[config.mk]
export PLATFORM = sky130hd
export DESIGN_NAME = board_ctrl
export DESIGN_NICKNAME = d
export VERILOG_FILES = /design/src/rtl/board_ctrl.sv
export SDC_FILE = /design/constraint.sdc
export NUM_CORES = 1
export LEC_CHECK = 0
export BUFFER_PORTS_ARGS = -buffer_cell sky130_fd_sc_hd__buf_2
export CELL_PAD_IN_SITES_DETAIL_PLACEMENT = 0
export CELL_PAD_IN_SITES_GLOBAL_PLACEMENT = 1
export CORE_AREA = 5 5 93 95
export CTS_CLUSTER_DIAMETER = 80
export DETAILED_ROUTE_END_ITERATION = 8
export DIE_AREA = 0 0 98 100
export GPL_TIMING_DRIVEN = 0
export PLACE_DENSITY = 0.85
export SLEW_MARGIN = 20
export SYNTH_ARGS = -nofsm -noshare
export SYNTH_HDL_FRONTEND = slang
export SYNTH_SLANG_ARGS = --single-unit
[constraint.sdc]
create_clock -name pclk -period 2.1 [get_ports pclk]
set_input_delay 0.105 -clock pclk [delete_from_list [all_inputs] [get_ports pclk]]
set_output_delay 0.105 -clock pclk [all_outputs]
set_load 0.1 [all_outputs]
[src/rtl/board_ctrl.sv]
// ---------------------------------------------------------------------------
// board_ctrl -- tic-tac-toe game-state controller
//
// Accepts move requests (square 1..9, row-major, 1 = top-left), validates
// them against the current board, records X/O ownership, alternates turns and
// detects win / draw. Per-square display flags for the overlay stages are
// shadow-registered on the rising edge of vertical blank so they never change
// in the middle of a frame.
//
// Ports
//   pclk        in   pixel clock
//   rst         in   synchronous active-high reset
//   new_game    in   one-cycle request: clear board and restart
//   move_valid  in   move request strobe, held until accepted
//   move_sq     in   [3:0] requested square 1..9
//   move_ready  out  move can be accepted this cycle
//   move_ack    out  one-cycle pulse: move accepted and written
//   move_nack   out  one-cycle pulse: move rejected
//   turn        out  player to move (0 = X, 1 = O)
//   game_state  out  [1:0] 0 playing, 1 X won, 2 O won, 3 draw
//   vblnk_in    in   vertical blank from the timing chain
//   sq_x        out  [8:0] shadowed X ownership, bit k-1 = square k
//   sq_o        out  [8:0] shadowed O ownership
//   win_line    out  [8:0] shadowed squares on completed winning lines
// ---------------------------------------------------------------------------
module board_ctrl #(
    parameter bit START_PLAYER = 1'b0
) (
    input  logic       pclk,
    input  logic       rst,
    input  logic       new_game,
    input  logic       move_valid,
    input  logic [3:0] move_sq,
    output logic       move_ready,
    output logic       move_ack,
    output logic       move_nack,
    output logic       turn,
    output logic [1:0] game_state,
    input  logic       vblnk_in,
    output logic [8:0] sq_x,
    output logic [8:0] sq_o,
    output logic [8:0] win_line
);

    typedef enum logic [1:0] {
        S_PLAY,
        S_VALIDATE,
        S_CHECK,
        S_OVER
    } state_t;

    // Rows, columns, then the two diagonals.
    localparam logic [8:0] LINE_MASK [8] = '{
        9'h007, 9'h038, 9'h1C0,
        9'h049, 9'h092, 9'h124,
        9'h111, 9'h054
    };

    state_t     state_q, state_d;
    logic [8:0] board_x_q, board_x_d;
    logic [8:0] board_o_q, board_o_d;
    logic [8:0] win_q, win_d;
    logic [3:0] count_q, count_d;
    logic [3:0] sq_q, sq_d;
    logic       turn_q, turn_d;
    logic [1:0] gs_q, gs_d;
    logic       ack_q, ack_d;
    logic       nack_q, nack_d;

    logic       vblnk_d_q;
    logic [8:0] sq_x_q, sq_o_q, win_line_q;

    logic [8:0] sq_onehot;
    logic       move_bad;
    logic [8:0] cur_board;
    logic [7:0] line_hit;
    logic [8:0] hit_mask;

    // Latched square decoded to a board bit; out-of-range squares give zero.
    always_comb begin
        sq_onehot = '0;
        for (int k = 0; k < 9; k++) begin
            if (sq_q == 4'(k + 1)) begin
                sq_onehot[k] = 1'b1;
            end
        end
    end

    assign move_bad  = (sq_onehot == 9'd0) || ((sq_onehot & (board_x_q | board_o_q)) != 9'd0);
    // Only the player who just moved can have completed a line.
    assign cur_board = turn_q ? board_o_q : board_x_q;

    generate
        for (genvar gi = 0; gi < 8; gi++) begin : g_line
            assign line_hit[gi] = ((cur_board & LINE_MASK[gi]) == LINE_MASK[gi]);
        end
    endgenerate

    // Every completed line is highlighted, so double wins show both lines.
    always_comb begin
        hit_mask = '0;
        for (int l = 0; l < 8; l++) begin
            if (line_hit[l]) begin
                hit_mask = hit_mask | LINE_MASK[l];
            end
        end
    end

    always_comb begin
        state_d   = state_q;
        board_x_d = board_x_q;
        board_o_d = board_o_q;
        win_d     = win_q;
        count_d   = count_q;
        sq_d      = sq_q;
        turn_d    = turn_q;
        gs_d      = gs_q;
        ack_d     = 1'b0;
        nack_d    = 1'b0;

        case (state_q)
            S_PLAY: begin
                if (move_valid) begin
                    sq_d    = move_sq;
                    state_d = S_VALIDATE;
                end
            end
            S_VALIDATE: begin
                if (move_bad) begin
                    nack_d  = 1'b1;
                    state_d = S_PLAY;
                end else begin
                    if (turn_q) begin
                        board_o_d = board_o_q | sq_onehot;
                    end else begin
                        board_x_d = board_x_q | sq_onehot;
                    end
                    count_d = count_q + 4'd1;
                    ack_d   = 1'b1;
                    state_d = S_CHECK;
                end
            end
            S_CHECK: begin
                if (line_hit != 8'd0) begin
                    gs_d    = turn_q ? 2'd2 : 2'd1;
                    win_d   = hit_mask;
                    state_d = S_OVER;
                end else if (count_q == 4'd9) begin
                    gs_d    = 2'd3;
                    win_d   = '0;
                    state_d = S_OVER;
                end else begin
                    turn_d  = ~turn_q;
                    state_d = S_PLAY;
                end
            end
            default: begin
                // S_OVER: requests are ignored until new_game.
            end
        endcase

        // Restart overrides everything, including a move in flight, which is
        // dropped silently. Display shadows are left to the next vblank.
        if (new_game) begin
            state_d   = S_PLAY;
            board_x_d = '0;
            board_o_d = '0;
            win_d     = '0;
            count_d   = '0;
            turn_d    = START_PLAYER;
            gs_d      = 2'd0;
            ack_d     = 1'b0;
            nack_d    = 1'b0;
        end
    end

    always_ff @(posedge pclk) begin
        if (rst) begin
            state_q   <= S_PLAY;
            board_x_q <= '0;
            board_o_q <= '0;
            win_q     <= '0;
            count_q   <= '0;
            sq_q      <= '0;
            turn_q    <= START_PLAYER;
            gs_q      <= 2'd0;
            ack_q     <= 1'b0;
            nack_q    <= 1'b0;
        end else begin
            state_q   <= state_d;
            board_x_q <= board_x_d;
            board_o_q <= board_o_d;
            win_q     <= win_d;
            count_q   <= count_d;
            sq_q      <= sq_d;
            turn_q    <= turn_d;
            gs_q      <= gs_d;
            ack_q     <= ack_d;
            nack_q    <= nack_d;
        end
    end

    // Shadows load the board as it stands in the vblank rising cycle; a write
    // landing in that same cycle waits for the next frame.
    always_ff @(posedge pclk) begin
        if (rst) begin
            vblnk_d_q  <= 1'b0;
            sq_x_q     <= '0;
            sq_o_q     <= '0;
            win_line_q <= '0;
        end else begin
            vblnk_d_q <= vblnk_in;
            if (vblnk_in && !vblnk_d_q) begin
                sq_x_q     <= board_x_q;
                sq_o_q     <= board_o_q;
                win_line_q <= win_q;
            end
        end
    end

    assign move_ready = (state_q == S_PLAY);
    assign move_ack   = ack_q;
    assign move_nack  = nack_q;
    assign turn       = turn_q;
    assign game_state = gs_q;
    assign sq_x       = sq_x_q;
    assign sq_o       = sq_o_q;
    assign win_line   = win_line_q;

endmodule
==> impl.org, run 1 <==
** Routing
- Via count :: around 3000
- DRT antenna net count :: 0
- Dividing the detail-routed wire length by the instance count gives 15.7 µm.
- DR pass1 iterations :: 4
- DRC Markers :: 0
- Violation count after the first detailed-route iteration :: 128
- After detailed routing, the total wire length is approximately 8.5 mm.
- In the routed layout, each cell is associated on average with a via count of around 5.4.

** Logic synthesis
- Area contributors post-synth :: dfxtp_1, nand2_1, a21oi_1
- Sequential cells were found to cover a little over two fifths of the synthesized design area.
- Share of flip-flops with an asynchronous set or reset after synthesis :: 0%
- The synthesized design contains 0 enable-type register cells.
- Dividing the synthesized area by the synthesized cell count gives 8.51 µm².
- Count of state elements after synthesis :: 70
- The number of different library cells used by synthesis comes to 60.
- Area share of the largest cell type after synthesis :: 43.1%
- The most used flip-flop cell after synthesis is dfxtp_1.
- In this run the cell area of the synthesized design comes to about 3300 µm².
- Cell count after synthesis :: approximately 380
- Yosys warning count :: 0
- Of all cell types, the one taking the most synthesized area is dfxtp_1.
- The number of nets in the synthesized netlist is a little under 400.

** Critical path
- The worst setup path is captured at a flop.
- Data on the critical path is required at its endpoint by between 2 and 2.5 ns.
- Along the worst path, the maximum fanout reaches 10.
- Nature of the critical path startpoint :: flop
- The critical path is of the reg -> reg type.
- The critical path starts at turn$_SDFFE_PP0P_.
- In this run the critical register-to-register path is launched from turn$_SDFFE_PP0P_.
- Data arrives at the worst endpoint at roughly 2.2 ns.

** Timing
- Remaining max-slew budget at the tightest pin :: ~60%
- Final setup margin :: 0.122 ns
- Dividing the final minimum period by the clock period gives ~94%.
- Setup violations remaining at the end of the flow were counted as 0.
- Setup repair after global routing left no endpoint under its margin.
- Final hold analysis gives a worst-case slack of between 0.006 and 0.007 ns.
- The final hold violation count is 0.
- Final slew viol count :: 0
- On the final layout, the worst clock skew is 0.0137 ns.
- Timing would allow up to 506 MHz.
- Total negative slack for setup checks :: 0 ns
- Post-layout minimum cycle time :: approximately 2.0 ns
- Worst-Margin Slew :: around 0.58 ns

** Clocking
- In this run the deepest clock path goes through 2 buffers.
- Clock transition at path regs :: ~0.08 ns
- The number of setup buffers added after CTS is 0.
- CTS saw 70 sinks.
- Clock latency reported for the late side of the worst-skew pair :: around 0.36 ns
- The number of clock buffers added by TritonCTS is 9.
- In this run the number of H-tree levels came out at 3.
- Clock root buffer master :: clkbuf_8
- TritonCTS built the clock tree.

** Pwr
- Maximum vdd drop :: between 0.2 and 0.3 mV
- Power density of the placed cells :: approximately 670 nW/µm²
- Leakage power of the design :: around 1.4 nW

** Layout
- 0 antenna diodes ended up in the layout.
- In the final design database the tool counted 450 nets.
- In the final layout, the share of cells above drive strength 1 is a little over a fifth.
- Area growth syn-to-layout :: 16.7%
- Final cell utilization of the core :: ~50%

** Placement
- Post-DP HPWL :: 6.19 mm
- The count of buffers added on input and output ports is 40.
- Routability-driven placement finished with a final weighted congestion of around 0.85.
- Before CTS, the worst setup slack after placement is approximately 0.096 ns.

** Global routing
- Residual overflow from global routing :: 0
- Global routing used between 10% and 20% of the available tracks.
- Entering global routing, the biggest net connects 14 pins.
- The first global-routing pass estimated ~14 mm of wire.
- The number of global-route vias before repair is roughly 2800.
- Number of antenna violations at the first check in global routing :: 0

** Die
- The die is ~100 µm tall.
- # rows :: 32
- Once the floorplan was initialized, standard cells occupied a little over two fifths of the core.
- For this design the top-level I/O count stands at between 40 and 50.
- Overall die area :: approximately 10000 µm²
- Standard cell core area :: roughly 7600 µm²
- Die extent in x :: 98 µm

** Job
- Across the run, the number of max-cap violations was 0.

** Outcome
- Status :: complete, no violations

** Hold path
- In this run the worst hold path is classified as in -> reg.
- Hold wc startpoint :: move_sq[1]
power breakdown:
| part | leakage [nW] | switching [W] | internal, W |
|---|---|---|---|
| Clock | 0.0794 | 0.000545 | 0.000435 |
| Combinational | 0.712 | 0.000137 | 0.0000645 |
| Sequential | 0.566 | 0.0000102 | 0.00133 |
metrics by stage:
step / std cells / total power, W / area (µm²)
after floorplan: 382 / 0.00152 / 3260
after global placement: 524 / 0.00157 / 3580
final: 542 / 0.00252 / 3790
after global routing: 542 / 0.00263 / 3790
after detailed placement: 524 / 0.00157 / 3580
after CTS: 542 / 0.00255 / 3780
synthesized netlist by cell type, types with 5 or more instances:
cell type and number:
nor3_1 8, clkbuf_1 17, a41oi_1 11, inv_1 6, o22ai_1 8, ha_1 6
a31oi_1 7, a21oi_1 42, nand3_1 10, nand2_1 85, buf_6 5, o21ai_0 8
nor2_1 29, dfxtp_1 70
cell families (layout without fill, tap and decap cells):
group	count (synthesis)	after routing	synth area share [%]
buf+inv	35	93	5.54
simple gates	167	167	25.4
compound gates	99	99	21.3
fa+ha+maj	6	6	2.31
mux	5	5	2.42
flops	70	70	43.1
critical path, stage by stage, from the launching register on:
cell,delay (ns)
dfxtp_4,0.35
buf_6,0.13
buf_6,0.14
nand3_2,0.08
a41oi_2,0.18
or4_4,0.49
o311ai_4,0.34
o22ai_1,0.14
final timing paths:
check,end,slack [ns],cells after the start
min,sq_q[1]$_SDFFE_PP0P_,0.007,3
max,win_q[4]$_SDFFE_PP0P_,0.12,7
max reg2reg,win_q[4]$_SDFFE_PP0P_,0.12,7
min reg2reg,win_line[6]$_SDFFE_PP0P_,0.45,2
flip-flops by register name, indices dropped and copies added, names as in the netlist, 2 cells and up:
signal,flops
board_o_q,9
board_x_q,9
count_q,4
game_state,2
sq_o,9
sq_q,4
sq_x,9
state_q,2
win_line,9
win_q,9
repair_timing:
| item | CTS | global route |
|---|---|---|
| hold buffers | 2 | 0 |
| gates resized for setup | 0 | 2 |
| endpoints found under the setup margin | 0 | 6 |
| hold endpoints to repair | 2 | 0 |
area by class of cell:
class,count,area (µm²)
clock buffers,10,128
flip-flops and latches,70,1410
fillers,791,3850
well taps,102,128
repair buffers,42,220
plain buffers,29,158
inverters,6,22.5
multi-input cells,277,1690
clock inverters,6,46.3
cells in the final DEF (no fill, tap or decap), types with 2 or more instances in the layout:
master and instances:
dfxtp_1 69, nand3b_1 2, nand2_1 85, nor2_1 29
nand4_1 4, clkinvlp_4 3, nand3_1 10, o211ai_1 2
a21oi_1 42, or3_1 3, clkbuf_8 9, buf_6 5
o22ai_1 8, and3_1 2, o21a_1 2, buf_2 43
nand2b_1 3, nor4_1 3, a21o_1 2, buf_4 2
mux2i_1 2, a41oi_1 11, nor3_1 8, o221a_2 2
inv_1 6, dlygate4sd3_1 2, a31oi_1 7, ha_1 6
nor2b_1 3, buf_1 2, o21ai_1 2, clkbuf_1 18
o21ai_0 8
metal layers:
metal	GRT usage (%)	wire (µm)	vias up
li1	-	-	1472
met1	23.5	3860	1384
met2	28.4	4060	74
met3	3.89	464	12
met4	6.71	116	0
met5	0	0	-
(Power assumes the default switching activity.)
==> run 2: changes to the inputs <==
--- a/config.mk
+++ b/config.mk
@@ -14,6 +14,7 @@
 export DIE_AREA = 0 0 98 100
 export GPL_TIMING_DRIVEN = 0
 export PLACE_DENSITY = 0.85
+export REMOVE_ABC_BUFFERS = 1
 export SLEW_MARGIN = 20
 export SYNTH_ARGS = -nofsm -noshare
 export SYNTH_HDL_FRONTEND = slang
==> impl.org, run 2 (same netlist as run 1, synthesis figures left out) <==
** Placement
- The half-perimeter wire length after placement came to 5.16 mm (-17%).
- Placed cell area :: 3450 µm² (-3.8%)
- Routability-driven placement congestion ratio :: 0.863 (+2.1%)
- The number of port buffers was 41 (+2.5%).

** Critical path
- Slowest cell on the critical path :: or4_4
- Nature of the critical path startpoint :: flop
- Maximum fanout along the worst path :: 14 (+4)
- The number of gates on the worst path with buffers counted was 5 (-2).
- The worst path required time came to 2.32 ns (about the same).
- The critical path data arrival time was 2.19 ns (-0.02 ns).
- The logic depth of the worst register-to-register path came to 5 (-2).
- Cells along the critical path :: mux2i_2 > a41oi_2 > or4_4 > o311ai_4 > o22ai_1
- The count of buffering cells on the critical path with inverters included came to 0 (-2).
- Kind of capture point of the worst setup path :: flop
- Top cell family by delay on the critical path :: compound AO/OA/AOI/OAI gates
- The worst setup path is of the reg -> reg kind.
- Maximum cell stage delay along the critical path :: 0.48 ns (about the same)

** Clocking
- TritonCTS built the clock tree.
- Bufs on Longest Clock Path :: 2 (unchanged)
- Clock root buffer master :: clkbuf_8
- Clock transition at path regs :: 0.07 ns (about the same)
- Clock buffer count from CTS :: 9 (unchanged)
- Clock latency reported for the late side of the worst-skew pair :: 0.35 ns (about the same)
- # clock sinks :: 70 (unchanged)
- The maximum level of the CTS H-tree was 3 (unchanged).

** Routing
- Detail-routed net length per standard cell :: 14.6 µm (-6.8%)
- DR pass1 iterations :: 4 (unchanged)
- Post-detailed-route via-to-cell ratio :: 5.32 (-2.0%)
- The residual DRC count was 0 (unchanged).
- The total via count in the routed design came to 2762 (-6.1%).
- Total length of routed wires :: 7.58 mm (-11%)
- Violation count after the first detailed-route iteration :: 162 (+27%)
- The remaining number of nets flagged by the antenna check after routing came to 0 (unchanged).

** Layout
- The area occupied by multi-input gates was 1700 µm² (+0.82%).
- Seq. cell area :: 1410 µm² (+0.36%)
- Commonest non-fill, non-tap cell in the layout :: nand2_1
- Filler instances :: 734 (-7.2%)
- Area growth syn-to-layout :: 15.7%
- The utilization after layout is 49.2% (-0.44 points).
- # nets final :: 427 (-5.1%)
- The share of layout cells above drive strength 1 came to 21.6% (+0.45 points).
- The final instance area was 3760 µm² (-0.89%).
- The count of inserted antenna diode cells is 0 (unchanged).
- Highest-count cells in the layout ignoring fill and taps :: nand2_1, dfxtp_1, a21oi_1

** Timing
- Final setup fails :: 0 (unchanged)
- Hold Violations, Final :: 0 (unchanged)
- The tightest slew margin relative to the limit came to 34.9% (-26 points).
- Portion of the clock cycle consumed by the worst path in the final layout :: 93.8% (-0.44 points)
- The achievable clock frequency came to 508 MHz (+0.47%).
- Setup repair after global routing left no endpoint under its margin.
- Worst-Margin Slew :: 0.976 ns (+0.391 ns)
- Worst slack on hold paths :: 0.0584 ns (+0.0516 ns)
- The count of final max-slew check failures was 0 (unchanged).
- The final setup skew was 0.00821 ns (-0.00547 ns).
- Total negative slack for setup checks :: 0 ns (unchanged)
- Post-layout minimum cycle time :: 1.97 ns (-0.00927 ns)

** Global routing
- The overall fraction of global-route tracks in use was 15.7% (-2.1 points).
- GR Util met3 :: 3.06% (-0.83 points)
- The remaining global-route overflow is 0 (unchanged).
- Global-route track usage on met2 :: 26.3% (-2.0 points)
- The initial antenna violation count came to 0 (unchanged).
- First-pass GRT wire length :: 12.7 mm (-8.4%)
- Met1 Usage GRT :: 19.6% (-3.9 points)
- The largest net degree at the start of global routing came to 36 (+22).
- The layer flagged by global routing as most heavily used is met2.
- The number of global-route vias before repair was 2679 (-4.5%).

** Pwr
- The worst ir drop on vdd came to 0.311 mV (+8.2%).
- The cell leakage power was 1.34 nW (-1.1%).
- The power density over the cells is 720 nW/µm² (+8.2%).

** Die
- The area of the core came to 7650 µm² (unchanged).
- The height of the die came to 100 µm (unchanged).
- The initial standard-cell utilization of the core is 42.5% (unchanged).
- The standard-cell row count came to 32 (unchanged).
- The number of top-level design ports was 42 (unchanged).
- The die outline width came to 98 µm (unchanged).
- The area enclosed by the die boundary is 9800 µm² (unchanged).

** Outcome
- Status :: complete, no violations

** Job
- Max-cap viol count :: 0 (unchanged)

** Hold path
- The count of cells along the worst hold path is 3 (unchanged).
- The path class of the tightest hold or removal check is in -> reg.
## run 2: timing repair
action	4_1_cts	5_1_grt
cloned	0	0
pin swaps	0	0
buffers inserted	0	1
resized for setup	5	5
hold buffers	5	0
endpoints found under the setup margin	33	16
hold endpoints to repair	5	0
## run 2: worst paths after layout
kind / startpoint / to / slack (ns)
setup / recovery: turn$_SDFFE_PP0P_ / win_q[4]$_SDFFE_PP0P_ / 0.13
hold / removal: move_valid / sq_q[1]$_SDFFE_PP0P_ / 0.06
setup reg to reg: turn$_SDFFE_PP0P_ / win_q[4]$_SDFFE_PP0P_ / 0.13
hold reg to reg: sq_x[4]$_SDFFE_PP0P_ / sq_x[4]$_SDFFE_PP0P_ / 0.45
## run 2: power breakdown
part,internal (W),switching (W)
logic,0.0000518,0.000117
registers,0.00133,0.0000179
clock network,0.000698,0.000488
## run 2: area by class of cell
class	instances	share of cell area, %
timing repair buffer	48	7.55
inverter	6	0.599
clock inverter	4	1.86
clock buffer	12	3.86
tap	102	3.39
sequential	70	37.5
multi-input combinational	277	45.2
## run 2: per-layer routing
metal	share of wire [%]	vias to the layer above
li1	-	1416
met1	48	1279
met2	46	57
met3	4.8	10
met4	1.3	0
met5	0	-
## run 2: per-stage QoR
| stage | std cells | setup WS [ns] | power, W |
|---|---|---|---|
| after detailed placement | 497 | -0.494 | 0.00154 |
| after global routing | 519 | 0.0555 | 0.00280 |
| final | 519 | 0.131 | 0.00271 |
| after floorplan | 353 | -0.862 | 0.00148 |
| after CTS | 518 | 0.0480 | 0.00272 |
| after global placement | 496 | -0.449 | 0.00153 |
## run 2: worst min-delay path, delay by kind of cell
family / cells / cell delay, ns
compound gates: 1 / 0.05
buf+inv: 1 / 0.13
simple gates: 1 / 0.08
==> run 3: changes to the inputs <==
--- a/config.mk
+++ b/config.mk
@@ -9,6 +9,7 @@
 export CELL_PAD_IN_SITES_DETAIL_PLACEMENT = 0
 export CELL_PAD_IN_SITES_GLOBAL_PLACEMENT = 1
 export CORE_AREA = 5 5 93 95
+export CTS_BUF_LIST = sky130_fd_sc_hd__clkbuf_4 sky130_fd_sc_hd__clkbuf_8 sky130_fd_sc_hd__clkbuf_16
 export CTS_CLUSTER_DIAMETER = 80
 export DETAILED_ROUTE_END_ITERATION = 8
 export DIE_AREA = 0 0 98 100
==> impl.org, run 3 (same netlist as run 1, synthesis figures left out) <==
** Hold path
- The worst hold path belongs to the class in -> reg.
- Hold EP :: sq_q[1]$_SDFFE_PP0P_
- In this run the most critical hold path is launched from move_valid.
- Number of cells traversed by the worst hold path :: 3 (unchanged)

** Timing
- Final setup fails :: 0 (unchanged)
- The tightest slew margin relative to the limit was 34.9% (about the same).
- Final slew viol count :: 0 (unchanged)
- The achievable clock frequency is 508 MHz (about the same).
- Setup repair after global routing left no endpoint under its margin.
- The period utilization is 93.8% (about the same).
- The transition time at the pin with the least slew margin is 0.976 ns (+0.00000167 ns).
- The post-route minimum period came to 1.97 ns (+0.000208 ns).
- Hold Violations, Final :: 0 (unchanged)
- The final setup skew is 0.00872 ns (+0.000516 ns).

** Clocking
- Clock latency reported for the late side of the worst-skew pair :: 0.35 ns (about the same)
- The CTS buffer count is 9 (unchanged).
- The tree is rooted in a clkbuf_8.
- TritonCTS built the clock tree.
- H-tree depth reported by CTS :: 3 (unchanged)
- The total number of clock tree sinks is 70 (unchanged).
- The maximum number of buffers from clock root to sink came to 2 (unchanged).
- The post-CTS clock slew at the launch and capture registers of the worst setup and hold paths is 0.07 ns (about the same).

** Die
- IO Count :: 42 (unchanged)
- The area of the core came to 7650 µm² (unchanged).
- The die outline width is 98 µm (unchanged).
- Chip Height :: 100 µm (unchanged)
- Initial Utilization :: 42.5% (unchanged)
- # rows :: 32 (unchanged)
- The area enclosed by the die boundary was 9800 µm² (unchanged).

** Pwr
- Part of the total power dissipated in sequential elements :: 49.5% (-0.4 points)
- Cell-internal power :: 0.00211 W (+1.2%)
- The combinational power share came to 6.2% (about the same).
- The cell leakage power is 1.35 nW (+0.51%).
- The power density over the cells came to 725 nW/µm² (+0.70%).
- Switching Share :: 22.8% (-0.26 points)
- Maximum vdd drop :: 0.320 mV (+2.9%)
- The switching power came to 0.000622 W (-0.26%).
- Clock power frac :: 44.3% (+0.5 points)

** Layout
- Filler-free cell count of the finished design :: 519 (unchanged)
- Ratio of cells with drive above 1 in the final layout :: 22.1% (+0.48 points)
- Post-route cell area :: 3770 µm² (+0.20%)
- Filler instances :: 734 (unchanged)
- The count of inserted antenna diode cells was 0 (unchanged).
- The library cells used most frequently in the layout, excluding fill and tap cells, are nand2_1, dfxtp_1, a21oi_1.
- Area growth syn-to-layout :: 15.9%
- The library cell used most frequently in the layout, excluding fill and tap cells, is nand2_1.
- The number of nets in the layout is 427 (unchanged).

** Global routing
- The remaining global-route overflow is 0 (unchanged).
- The initial antenna violation count came to 0 (unchanged).
- The overall fraction of global-route tracks in use was 15.7% (unchanged).
- The largest net degree at the start of global routing came to 36 (unchanged).
- The number of global-route vias before repair was 2679 (unchanged).
- First-pass GRT wire length :: 12.7 mm (unchanged)

** Job
- Max-cap viol count :: 0 (unchanged)

** Critical path
- Arrival time of the worst setup path :: 2.19 ns (about the same)
- Number of cells on the worst reg-to-reg path :: 5 (unchanged)
- Cells along the critical path :: mux2i_2 > a41oi_2 > or4_4 > o311ai_4 > o22ai_1
- The worst path required time came to 2.32 ns (about the same).
- Worst flop-to-flop path endpoint :: win_q[4]$_SDFFE_PP0P_
- The worst-case register-to-register setup slack was 0.13 ns (about the same).
- Maximum fanout along the worst path :: 14 (unchanged)
- Slowest cell on the critical path :: or4_4
- WS Path Type :: reg -> reg
- RR Startpoint :: turn$_SDFFE_PP0P_
- Kind of capture point of the worst setup path :: flop
- The worst setup path is launched from a flop.
- Maximum cell stage delay along the critical path :: 0.48 ns (about the same)

** Routing
- Detail-routed net length per standard cell :: 14.6 µm (about the same)
- The count of TritonRoute iterations in the first routing pass came to 4 (unchanged).
- The total via count in the routed design came to 2761 (-0.036%).
- Post-detailed-route via-to-cell ratio :: 5.32 (about the same)
- The residual DRC count came to 0 (unchanged).
- DRT antenna net count :: 0 (unchanged)
- Violation count after the first detailed-route iteration :: 162 (unchanged)
- Total length of routed wires :: 7.59 mm (about the same)

** Placement
- Placed cell area :: 3450 µm² (unchanged)
- Cell count after placement :: 497 (unchanged)
- Routability-driven placement congestion ratio :: 0.863 (unchanged)
- The number of port buffers came to 41 (unchanged).
- The half-perimeter wire length after placement is 5.16 mm (unchanged).

** Outcome
- Status :: complete, no violations
-- run 3: cell type report --
| type | instances | area [µm²] | area share [%] |
|---|---|---|---|
| Clock inverter | 4 | 70.1 | 1.86 |
| Timing Repair Buffer | 48 | 284 | 7.54 |
| Tap cell | 102 | 128 | 3.39 |
| Sequential cell | 70 | 1410 | 37.4 |
| Clock buffer | 12 | 153 | 4.05 |
| Inverter | 6 | 22.5 | 0.598 |
| Multi-Input combinational cell | 277 | 1700 | 45.2 |
-- run 3: power groups by stage --
stage	sequential, W	combinational, W	clock [W]
after floorplan	0.00138	0.0000996	0
after global placement	0.00138	0.000150	0
after detailed placement	0.00138	0.000158	0
after CTS	0.00135	0.000166	0.00123
after global routing	0.00135	0.000188	0.00129
final	0.00135	0.000169	0.00121
-- run 3: routing by layer --
layer | up-vias | track usage (%) | routed length [µm]
li1 | 1417 | - | -
met1 | 1278 | 19.6 | 3620
met2 | 56 | 26.3 | 3500
met3 | 10 | 3.06 | 360
met4 | 0 | 6.92 | 97
met5 | - | 0 | 0
-- run 3: through the flow --
| stage | setup TNS (ns) | hold WS (ns) | total power, W | util, % | worst slack (ns) |
|---|---|---|---|---|---|
| after global placement | -5.66 | 0.341 | 0.00153 | 44.8 | -0.449 |
| after detailed placement | -6.63 | 0.354 | 0.00154 | 45.1 | -0.494 |
| after CTS | 0 | 0.0509 | 0.00275 | 48.7 | 0.0480 |
| after floorplan | -12.10 | 0.174 | 0.00148 | - | -0.862 |
| final | 0 | 0.0590 | 0.00273 | 49.3 | 0.131 |
| after global routing | 0 | 0.0693 | 0.00283 | 49.3 | 0.0555 |
-- run 3: worst max-delay path, delay by kind of cell, from the launching register on --
family	cells	cell delay, ns
AOI/OAI and AO/OA	3	0.58
muxes	1	0.32
and+or+nand+nor	1	0.48
DFF	1	0.46
-- run 3: timing repair --
action | in CTS | in global routing
hold endpoints to repair | 5 | 0
buffers inserted | 0 | 1
gates resized for setup | 5 | 5
setup endpoints to repair | 33 | 16
hold buffers | 5 | 0
-- run 3: worst max-delay path by stage --
stage,from,endpoint,depth (start not counted)
2_1_floorplan,turn$_SDFFE_PP0P_,win_q[4]$_SDFFE_PP0P_,5
3_3_place_gp,turn$_SDFFE_PP0P_,win_q[4]$_SDFFE_PP0P_,5
3_5_place_dp,turn$_SDFFE_PP0P_,win_q[4]$_SDFFE_PP0P_,5
4_1_cts,turn$_SDFFE_PP0P_,win_q[4]$_SDFFE_PP0P_,5
5_1_grt,turn$_SDFFE_PP0P_,win_q[4]$_SDFFE_PP0P_,5
6_report,turn$_SDFFE_PP0P_,win_q[4]$_SDFFE_PP0P_,5
